<file path="src/rtl/fb_write_buffer.sv">
// Framebuffer store write buffer.
// Aligns M-stage framebuffer stores into word address, byte mask and lane data.
// Queues them in order and drains them to the shared framebuffer RAM port when granted.
module fb_write_buffer #(
    parameter int DEPTH     = 4,
    parameter int FB_WORDS  = 4096,
    parameter int FB_ADDR_W = 12
) (
    input  logic                 clk,
    input  logic                 reset,
    input  logic                 m_fb_write,
    input  logic [31:0]          m_addr,
    input  logic [31:0]          m_write_data,
    input  logic [1:0]           m_mem_size,
    output logic                 fb_stall,
    output logic                 fb_req,
    input  logic                 fb_grant,
    output logic [FB_ADDR_W-1:0] fb_addr,
    output logic [31:0]          fb_wdata,
    output logic [3:0]           fb_wmask,
    output logic                 fb_empty,
    output logic                 fb_err
);

    localparam int PTR_W   = (DEPTH > 1) ? $clog2(DEPTH) : 1;
    localparam int CNT_W   = $clog2(DEPTH + 1);
    localparam int ENTRY_W = FB_ADDR_W + 36;

    localparam logic [1:0]  SIZE_BYTE  = 2'd0;
    localparam logic [1:0]  SIZE_HALF  = 2'd1;
    localparam logic [29:0] FB_WORDS_W = 30'(FB_WORDS);
    localparam logic [CNT_W-1:0] COUNT_FULL = CNT_W'(DEPTH);

    // FIFO state
    logic [PTR_W-1:0] rd_ptr_q, rd_ptr_d;
    logic [PTR_W-1:0] wr_ptr_q, wr_ptr_d;
    logic [CNT_W-1:0] count_q, count_d;
    logic             err_q, err_d;

    // Entry storage: {word address, lane data, byte mask}
    logic [ENTRY_W-1:0] entry_mem [DEPTH];

    // Aligned view of the current store
    logic [1:0]  byte_off;
    logic [29:0] word_addr;
    logic [3:0]  new_mask;
    logic [31:0] new_wdata;
    logic        aligned;
    logic        in_range;
    logic        store_ok;
    logic [ENTRY_W-1:0] new_entry;

    // Handshake terms
    logic full;
    logic pop;
    logic push;
    logic [ENTRY_W-1:0] head_entry;

    // Align the store: byte enables, lane replication and legality
    always_comb begin
        byte_off  = m_addr[1:0];
        word_addr = m_addr[31:2];
        new_mask  = 4'b1111;
        new_wdata = m_write_data;
        aligned   = 1'b1;
        case (m_mem_size)
            SIZE_BYTE: begin
                new_mask  = 4'b0001 << byte_off;
                new_wdata = {4{m_write_data[7:0]}};
            end
            SIZE_HALF: begin
                aligned   = ~byte_off[0];
                new_mask  = 4'b0011 << byte_off;
                new_wdata = {2{m_write_data[15:0]}};
            end
            default: begin
                // WORD, and the reserved encoding treated as WORD
                aligned   = (byte_off == 2'b00);
                new_mask  = 4'b1111;
                new_wdata = m_write_data;
            end
        endcase
        in_range  = (word_addr < FB_WORDS_W);
        store_ok  = aligned && in_range;
        new_entry = {word_addr[FB_ADDR_W-1:0], new_wdata, new_mask};
    end

    // Push/pop decisions, stall, pointer and occupancy next-state
    always_comb begin
        full     = (count_q == COUNT_FULL);
        fb_req   = (count_q != '0);
        pop      = fb_req && fb_grant;
        // A full queue can still accept when the head leaves on the same edge
        push     = m_fb_write && store_ok && (!full || pop);
        // Rejected stores never stall; they only raise fb_err
        fb_stall = m_fb_write && store_ok && full && !fb_grant;

        rd_ptr_d = pop  ? rd_ptr_q + 1'b1 : rd_ptr_q;
        wr_ptr_d = push ? wr_ptr_q + 1'b1 : wr_ptr_q;

        count_d = count_q;
        case ({push, pop})
            2'b10:   count_d = count_q + 1'b1;
            2'b01:   count_d = count_q - 1'b1;
            default: count_d = count_q;
        endcase

        err_d = m_fb_write && !store_ok;
    end

    // Control registers with synchronous reset (reset discards queued entries)
    always_ff @(posedge clk) begin
        if (reset) begin
            rd_ptr_q <= '0;
            wr_ptr_q <= '0;
            count_q  <= '0;
            err_q    <= 1'b0;
        end else begin
            rd_ptr_q <= rd_ptr_d;
            wr_ptr_q <= wr_ptr_d;
            count_q  <= count_d;
            err_q    <= err_d;
        end
    end

    // Entry storage write; contents need no reset because occupancy gates use
    always_ff @(posedge clk) begin
        if (push) begin
            entry_mem[wr_ptr_q] <= new_entry;
        end
    end

    // Head of queue drives the RAM port; mask is forced off when idle
    always_comb begin
        head_entry = entry_mem[rd_ptr_q];
        fb_addr    = head_entry[ENTRY_W-1 -: FB_ADDR_W];
        fb_wdata   = head_entry[35:4];
        fb_wmask   = fb_req ? head_entry[3:0] : 4'b0000;
        fb_empty   = (count_q == '0);
        fb_err     = err_q;
    end

endmodule

</file>
<file path="config.mk">
export PLATFORM = sky130hd
export DESIGN_NAME = fb_write_buffer
export DESIGN_NICKNAME = d
export VERILOG_FILES = /design/src/rtl/fb_write_buffer.sv
export SDC_FILE = /design/constraint.sdc
export NUM_CORES = 1
export LEC_CHECK = 0
export ABC_AREA = 1
export BUFFER_PORTS_ARGS = -buffer_cell sky130_fd_sc_hd__buf_2
export CORE_MARGIN = 2
export CORE_UTILIZATION = 60
export DETAILED_ROUTE_END_ITERATION = 12
export PLACE_DENSITY_LB_ADDON = 0.2
export SYNTH_ARGS = -nofsm -noshare
export SYNTH_HDL_FRONTEND = slang
export SYNTH_SLANG_ARGS = --single-unit
</file>
<file path="constraint.sdc">
create_clock -name clk -period 6 [get_ports clk]
set_input_delay 0.6 -clock clk [delete_from_list [all_inputs] [get_ports clk]]
set_output_delay 0.6 -clock clk [all_outputs]
set_load 0.02 [all_outputs]
</file>
==> Word-level counts from Yosys, hierarchy flattened <==
Memory sizes are Yosys's and may differ from the RTL's. A register that Yosys moved wholly into a read port is not among the register bits.
Index checks and enable logic that the tools add are counted.
{ "totals": {"reg_bits": 8, "ram_bits": 192, "in_bits": 70, "out_inout_bits": 52, "wordCells": 42, "n_memories": 1} }
{ "mem_list": {"columns": ["memory", "words", "width", "rd", "rd_ports_with_merged_regs", "wr", "line", "source"], "rows": [
  ["entry_mem", 4, 48, 1, 1, 1, "41", "logic [ENTRY_W-1:0] entry_mem [DEPTH];"]
]} }
{ "op_classes": {"n_addsub": 4, "n_lt_le_gt_ge": 1, "eq_ne": 4, "shifts": 2, "muxes": 9, "n_bitwise": 1, "n_reduce_logical": 16} }
{ "op_table": {"columns": ["cell", "n"], "rows": [
  ["$pmux 32 s2", 1],
  ["$lt 30x13->1 const B", 1],
  ["$pmux 4 s2", 1],
  ["$logic_and 1x1->1", 7],
  ["$pmux 3 s2", 1],
  ["$add 2x1->2 const B", 2],
  ["$eq 2x1->1 const B", 2],
  ["$logic_not 2->1", 2],
  ["$mux 2", 2],
  ["$mux 4", 1],
  ["$shl 1x2->4 const A", 1],
  ["$shl 2x2->4 const A", 1],
  ["$add 3x1->3 const B", 1],
  ["$eq 3x3->1 const B", 1],
  ["$logic_not 1->1", 3],
  ["$logic_not 3->1", 1],
  ["$reduce_bool 3->1", 1],
  ["$sub 3x1->3 const B", 1],
  ["$eq 2x2->1 const B", 1],
  ["$mux 1", 2],
  ["$pmux 1 s2", 1],
  ["$reduce_bool 2->1", 1],
  ["$logic_or 1x1->1", 1],
  ["$not 1->1", 1]
]} }

==> Longest topological paths before layout <==
Gate-level depths: netlist of the first run.
{ "logic_depth": {"word_depth": 7, "mapped_depth": 14, "depth_no_buf": 14} }

==> Least setup slack after synthesis of the first run <==
OpenSTA, ideal clock, no wires.
{ "synth_path": {"path_type": "in2reg", "start": "input port m_addr[30]", "end": "memory entry_mem[0][0] (netlist name), enable pin", "setup_ns": 0.454, "arrival_ns": 3.345, "required_time_ns": 5.546, "path_slack_ns": 2.201, "cell_stages": 8, "path_buffers": 0, "cell_sequence": "or2_1 nor2_1 nand2_1 nor2_4 nand2_4 inv_2 nand2_4 nor2_1"} }
{ "synth_between": {"elab_chain_len": 6} }
{ "synth_lines": {"columns": ["element", "line", "source"], "rows": [
  ["start, declared", "12", "input logic [31:0] m_addr,"],
  ["$lt 30x13->1", "83", "in_range = (word_addr < FB_WORDS_W);"],
  ["$logic_and 1x1->1", "84", "store_ok = aligned && in_range;"],
  ["$logic_and 1x1->1 (2 in series)", "94", "push = m_fb_write && store_ok && (!full || pop);"],
  ["$mux 1", "128", "if (push) begin"],
  ["$mux 1 (not written as such)", "129", "entry_mem[wr_ptr_q] <= new_entry;"],
  ["end, declared", "41", null]
]} }
No other way between the ends.

==> results summary, run 1 <==
The flow ran to the end, and the final reports show no timing, DRC or antenna violations. The clock period could shrink to 3.13 ns. At the placement stage, the worst setup path has a slack of 2.83 ns. The global routing usage summed across all routing layers is 0.251. The commonest register cell after synthesis is sky130_fd_sc_hd__edfxtp_1.

The post-synthesis net count is 723. Timing would allow up to 319 MHz. TritonCTS created 19 clock buffers. The flop and latch count out of synthesis came out at 202. In this run the cell area of the synthesized design comes to 8070 sq um.

The placement row count came out at 42. Compared with the post-synthesis result, the final layout area differs by 16.8%. The max-capacitance violation count is 0. The count of pins on the block boundary came out at 122. The post-placement cell count came out at 918. Entering global routing, the biggest net connects 97 pins. The share of final-layout standard cells stronger than drive strength 1 came out at 0.225.

The average vias per placed instance is 5.74. The endpoint required time on the critical path is 5.40 ns. The sequential area share after synthesis came out at 0.739. The HPWL after detailed placement is 11300 um. In the final routed layout, each cell accounts on average for 19.0 um. The via count is 5455. The number of gates resized after CTS came out at 0. The number of non-filler instances in the completed layout is 951. The number of buffers added to fix hold violations after cts came out at 0. CTS built an H-tree with a depth of 1. The clock-pin slew on the worst setup and hold paths came out at 0.06 ns. The maximum number of buffers from clock root to sink is 3. The die boundary height came out at 120 um. The unique cell type count in the Yosys netlist came out at 25. The remaining antenna violation count after routing came out at 0. The number of setup violations in the final report came out at 0. The leakage dissipation came out at 3.46 nW. The die boundary width is 120 um. Setup repair after global routing left no endpoint under its margin. For the pin with the worst max-slew slack, the measured transition is 0.913 ns. The worst-case IR drop observed on VDD is 0.000201 V. Sorting the synthesized cells by how often they occur yields sky130_fd_sc_hd__edfxtp_1 (192), sky130_fd_sc_hd__nor2_1 (124), sky130_fd_sc_hd__o21ai_0 (111), sky130_fd_sc_hd__nand2_1 (58), sky130_fd_sc_hd__o22ai_1 (44). In this run the worst path has a maximum fanout of 54.

The count of TritonRoute iterations in the first routing pass came out at 5. The total of warnings raised by yosys is 0. The total power per unit cell area came out at 360 nW/um^2. Of the available clock period, the critical path in the final layout requires 0.522. The placer congestion estimate came out at 0.843. The post-layout worst setup margin came out at 2.87 ns. The cell type contributing the most total cell area after synthesis is sky130_fd_sc_hd__edfxtp_1. The fill cell total of the finished layout is 886. The number of remaining DRC errors came out at 0. STA classifies the critical path endpoint as an output pin.

The class of the tightest hold or removal check is in2reg. The count of final hold-check violations is 0. The share of async-settable or async-resettable flops after synthesis came out at 0.

The synthesized area per cell came out at 12.5 sq um. The number of enable flip-flop cells after synthesis came out at 192. TritonCTS built the clock tree. The placeable core region is 13200 sq um. The relative slew slack is 0.391. The starting utilization of the core area came out at 0.612. The signal arrival time at the worst endpoint is 2.53 ns. The count of routing violations after the opening detailed-route iteration came out at 620. The via count of the first global-routing pass is 5267. At the end of the flow, the number of nets in the layout was 838. The number of buffers inserted by port buffering came out at 121. The share of Yosys cell area claimed by the top area cell type came out at 0.714. In the final timing run, aggregate negative setup slack is 0 ns. By instance count, the leading cell after synthesis is sky130_fd_sc_hd__edfxtp_1. The maximum clock skew at final layout is 0.0159 ns. The global-route wire length before repair is 27600 um. The tree is rooted in a sky130_fd_sc_hd__clkbuf_16.

The sink count of the clock tree is 202. STA classifies the critical path startpoint as a flip-flop. Wires add up to 18100 um. The number of antenna violations at the first check in global routing is 0.

The final count of pins violating max slew was 0. The later pin in the worst-skew pair is clocked with a latency of 0.47 ns. The count of inserted antenna diode cells came out at 0. The buffers inserted during post-CTS setup optimization is 0. After global routing the overflow that remains totals 0. The type of the setup path with the least slack is reg2out.

After technology mapping, the gate count stands at 648. The floorplan die area is 14400 sq um. Yosys attributes the largest share of cell area to sky130_fd_sc_hd__edfxtp_1 (71%), sky130_fd_sc_hd__o21ai_0 (6.9%), sky130_fd_sc_hd__nor2_1 (5.8%).
## cells by family (layout without fill, tap and decap cells)
kind of cell / after synthesis / in the layout / share of synthesized area
AND/OR/NAND/NOR: 200 / 200 / 0.103
flip-flops: 202 / 202 / 0.739
adder cells (fa/ha/maj): 5 / 5 / 0.00868
AO/OA/AOI/OAI: 175 / 175 / 0.117
buffers and inverters: 66 / 193 / 0.0322
## cells in the final DEF, fill, tap and decap left out, drive strengths merged
cell / count
edfxtp: 192
buf: 129
nor2: 129
o21ai: 113
nand2: 63
o22ai: 44
inv: 30
clkbuf: 24
a21oi: 11
dfxtp: 10
clkinv: 8
o211ai: 6
nand3: 6
ha: 4
bufinv: 2
or2: 1
a31oi: 1
nand4: 1
fa: 1
## layer usage
metal	global-route usage	wire, um
met5	0	0
met4	0.0610	367
met3	0.0528	1580
met2	0.418	8980
met1	0.343	7130
## report_power, final
part / switching [W] / internal [W]
sequential: 0.0000122 / 0.00156
combinational: 0.000486 / 0.000194
clock: 0.000471 / 0.000667
## final cells by class
| cell class | instances | area (sq um) | share of cell area |
|---|---|---|---|
| clock buffers | 24 | 494 | 0.0524 |
| well taps | 176 | 220 | 0.0234 |
| clock inverters | 9 | 90.1 | 0.00955 |
| repair buffers | 129 | 666 | 0.0706 |
| multi-input cells | 380 | 1880 | 0.199 |
| flip-flops and latches | 202 | 5970 | 0.633 |
| inverters | 31 | 116 | 0.0123 |
## through the flow
step	instance area, sq um	utilization	hold slack [ns]	power (W)
after floorplan	8070	-	0.436	0.00205
after global placement	8850	0.671	0.446	0.00226
after detailed placement	8850	0.671	0.451	0.00228
after CTS	9430	0.715	0.298	0.00340
after global routing	9430	0.715	0.320	0.00352
final	9430	0.715	0.311	0.00339
## worst max-delay path: stages (launching register included)
cell                      delay [ns]
sky130_fd_sc_hd__dfxtp_2        0.32
sky130_fd_sc_hd__inv_2          0.48
sky130_fd_sc_hd__buf_4          0.57
sky130_fd_sc_hd__o21ai_0        0.19
sky130_fd_sc_hd__o22ai_1        0.25
sky130_fd_sc_hd__buf_2          0.22
## final timing paths
check                           cells after the start               end         from  slack [ns]
worst min register to register                      2         flip-flop  rd_ptr_q[1]        0.46
worst min-delay path                                2        count_q[1]        reset        0.31
worst max-delay path                                5      fb_wdata[14]    flip-flop        2.87
worst max register to register                      5  entry_mem[3][46]   count_q[0]        3.75
## sequential cells by signal (all words and copies together) (netlist names), named ones only
| signal | cells |
|---|---|
| fb_err | 1 |
| wr_ptr_q | 2 |
| entry_mem | 192 |
| count_q | 3 |
| rd_ptr_q | 2 |
No activity file was read; power rests on OpenSTA's default activity.
==> run 2, diff against run 1 <==
- CORE_UTILIZATION: 60 -> 51
- clock period: 6 -> 2.8 ns (I/O delays scaled with it)
==> run 2 against run 1 <==
Against the previous run:
- via count grew 1.1%
- flip-flop and latch count stayed put
- final area grew 5.0%
- clock-buffer cell count shrank 2
- wire length up 1.1%
- combinational power rose by 120%
- setup slack worse by 2.3 ns
- largest cell class unchanged
- largest power group unchanged
- highest routed layer unchanged
==> results summary, run 2 (same netlist as run 1, synthesis figures left out) <==
Setup repair after global routing left no endpoint under its margin. The clock-pin slew on the worst setup and hold paths was 0.06 ns (about the same). The cell class contributing the biggest share of worst-path delay is flip-flops.

The count of final hold-check violations came out at 0 (unchanged). The number of antenna violations at the first check in global routing came out at 0 (unchanged). The global routing usage summed across all routing layers was 0.219 (-0.0325). The slowest stage of the critical path is the sky130_fd_sc_hd__dfxtp_2 cell.

The most common library cell in the layout ignoring fill and taps is sky130_fd_sc_hd__edfxtp_1. The via count of the first global-routing pass came out at 5400 (+2.5%). The leakage dissipation is 3.66 nW (+5.9%). The met1 layer usage reported by global route came out at 0.298 (-0.0446). The maximum clock rate is 439 MHz. The number of flip-flops in the largest register is 192 (unchanged). The placement row count came out at 45 (+7.1%). The count of buffer and inverter cells on the critical path is 2 (-1). The total power draw is 0.00788 W (+130%).

The fill cell total of the finished layout was 1149 (+30%). The class of the tightest hold or removal check is in2reg. The total power per unit cell area came out at 796 nW/um^2 (+120%). The most frequent cell on the critical path is sky130_fd_sc_hd__nor2_1. The placeable core region came out at 15300 sq um (+16%). Walking the worst path, the cells encountered are buf_12, nor2_1, nor2_1, o21ai_0, a21oi_1, buf_2. The placer congestion estimate was 0.848 (+0.57%). The average vias per placed instance is 5.46 (-4.9%). The total half-perimeter wirelength after legalization and detailed placement is 11400 um (+1.0%).

The worst setup path is captured at an output pin. The global routing stage identified its most utilized layer as met2. The worst-case hold slack came out at 0.0130 ns (-0.298 ns). Dividing the final minimum period by the clock period gives 0.813. The largest registers in the layout are entry_mem: 192 flops, count_q: 3 flops.

From synthesis to final layout, the design area changed by 22.7%. The final count of pins violating max slew was 0 (unchanged). The top cell types in the final layout, fill and taps aside, are sky130_fd_sc_hd__edfxtp_1 (192), sky130_fd_sc_hd__buf_2 (121), sky130_fd_sc_hd__nor2_1 (120). The worst IR drop on VDD came out at 0.000500 V (+150%).

The maximum clock skew at final layout came out at 0.00845 ns (-0.00743 ns). The tree is rooted in a sky130_fd_sc_hd__clkbuf_16. The number of buffers inserted by port buffering came out at 121 (unchanged). The slew at the pin closest to its max-slew limit came to 0.652 ns (-0.261 ns). The global routing usage on met2 was 0.367 (-0.0509). The type of the setup path with the least slack is reg2out. More flip-flops sit in one register than any other, and that register is entry_mem. The run finished with clean final reports. The share of final-layout standard cells stronger than drive strength 1 came to 0.240 (+0.0155). The remaining antenna violation count after routing is 0 (unchanged). The die boundary width came out at 130 um (+8.2%).

The die boundary height came out at 130 um (+8.2%). The count of routing violations after the opening detailed-route iteration is 394 (-36%). The count of pins on the block boundary came to 122 (unchanged).

The relative slew slack came out at 0.561 (+0.170). The count of inserted antenna diode cells is 0 (unchanged). TritonCTS built the clock tree.

The buffers inserted during post-CTS setup optimization came out at 0 (unchanged). The instance area at placement was 9050 sq um (+2.3%). The worst setup path is launched from a flip-flop.

The number of buffers added to fix hold violations after cts was 11 (+11). The count of TritonRoute iterations in the first routing pass came to 5 (unchanged). The total clock buffers created by CTS is 20 (+1). The max-capacitance violation count is 0 (unchanged). The via count came out at 5516 (+1.1%).

The number of setup violations in the final report came out at 0 (unchanged). The final critical delay including setup and external delays is 2.28 ns. The worst-skew pair later-pin latency is 0.49 ns (+0.02 ns). The endpoint required time on the critical path came out at 2.52 ns (-2.88 ns). The pin count of the biggest net entering global routing came to 75 (-23%). The largest fanout on the critical path came out at 45 (-17%).

The cell area after layout was 9900 sq um (+5.0%). The global-route wire length before repair was 28100 um (+1.7%). The number of gates resized after CTS is 0 (unchanged).

The largest incremental delay on the critical path came out at 0.53 ns (-0.04 ns). The number of remaining DRC errors came out at 0 (unchanged). The total overflow reported by the global router was 0 (unchanged).

The global routing usage on met3 came out at 0.0328 (-0.0200). The floorplan die area was 16900 sq um (+17%). The utilization after layout is 0.647 (-0.0684).

The starting utilization of the core area came out at 0.527 (-0.0849). The net count reported at finish came to 861 (+2.7%). The sink count of the clock tree was 202 (unchanged). The routed wirelength normalized by instance count came out at 18.1 um (-4.9%). The maximum number of buffers from clock root to sink came to 3 (unchanged). The number of H-tree levels is 1 (unchanged). The signal arrival time at the worst endpoint came out at 2.00 ns (-0.53 ns).

The detailed-route wire length came to 18200 um (+1.1%).
==> run 2: cell count changes in the layout (fill, tap and decap cells not counted) <==
cell / delta
sky130_fd_sc_hd__buf_4: +5
sky130_fd_sc_hd__dlygate4sd3_1: +11
sky130_fd_sc_hd__bufinv_16: +4
sky130_fd_sc_hd__buf_12: +6
sky130_fd_sc_hd__clkbuf_1: -4
sky130_fd_sc_hd__clkinv_1: -1
sky130_fd_sc_hd__clkbuf_16: +2
sky130_fd_sc_hd__clkinv_2: +1
sky130_fd_sc_hd__inv_1: +1
==> run 2: layout make-up <==
type / instances / area (sq um) / share of cell area
clock buffers: 22 / 529 / 0.0534
multi-input cells: 380 / 1880 / 0.190
repair buffers: 151 / 933 / 0.0943
flip-flops and latches: 202 / 5970 / 0.603
inverters: 31 / 116 / 0.0118
well taps: 211 / 264 / 0.0267
clock inverters: 14 / 215 / 0.0217
==> run 2: final timing paths <==
check	start	to	slack, ns	depth (start not counted)
hold reg to reg	rd_ptr_q[1]	rd_ptr_q[1]	0.48	2
setup reg to reg	count_q[0]	count_q[2]	0.96	11
hold / removal	m_addr[12]	entry_mem[3][46]	0.01	1
setup / recovery	flip-flop	fb_wmask[1]	0.52	6
==> run 2: routing by layer <==
| layer | vias to the layer above | part of all wire |
|---|---|---|
| li1 | 2617 | - |
| met1 | 2664 | 0.42 |
| met2 | 198 | 0.49 |
| met3 | 37 | 0.061 |
| met4 | 0 | 0.021 |
| met5 | - | 0 |
==> run 2: metrics by stage <==
stage | setup slack, ns | std cells | TNS, ns
after floorplan | -0.679 | 648 | -130.28
final | 0.523 | 1011 | 0
after global placement | 0.868 | 964 | 0
after detailed placement | 0.822 | 964 | 0
after global routing | 0.319 | 1011 | 0
after CTS | 0.502 | 1011 | 0
==> run 2: power breakdown <==
part / internal (W) / switching (W) / leakage (nW)
registers: 0.00334 / 0.0000477 / 1.81
logic: 0.000467 / 0.00104 / 1.48
clock network: 0.00191 / 0.00107 / 0.367
total: 0.00572 / 0.00216 / 3.66
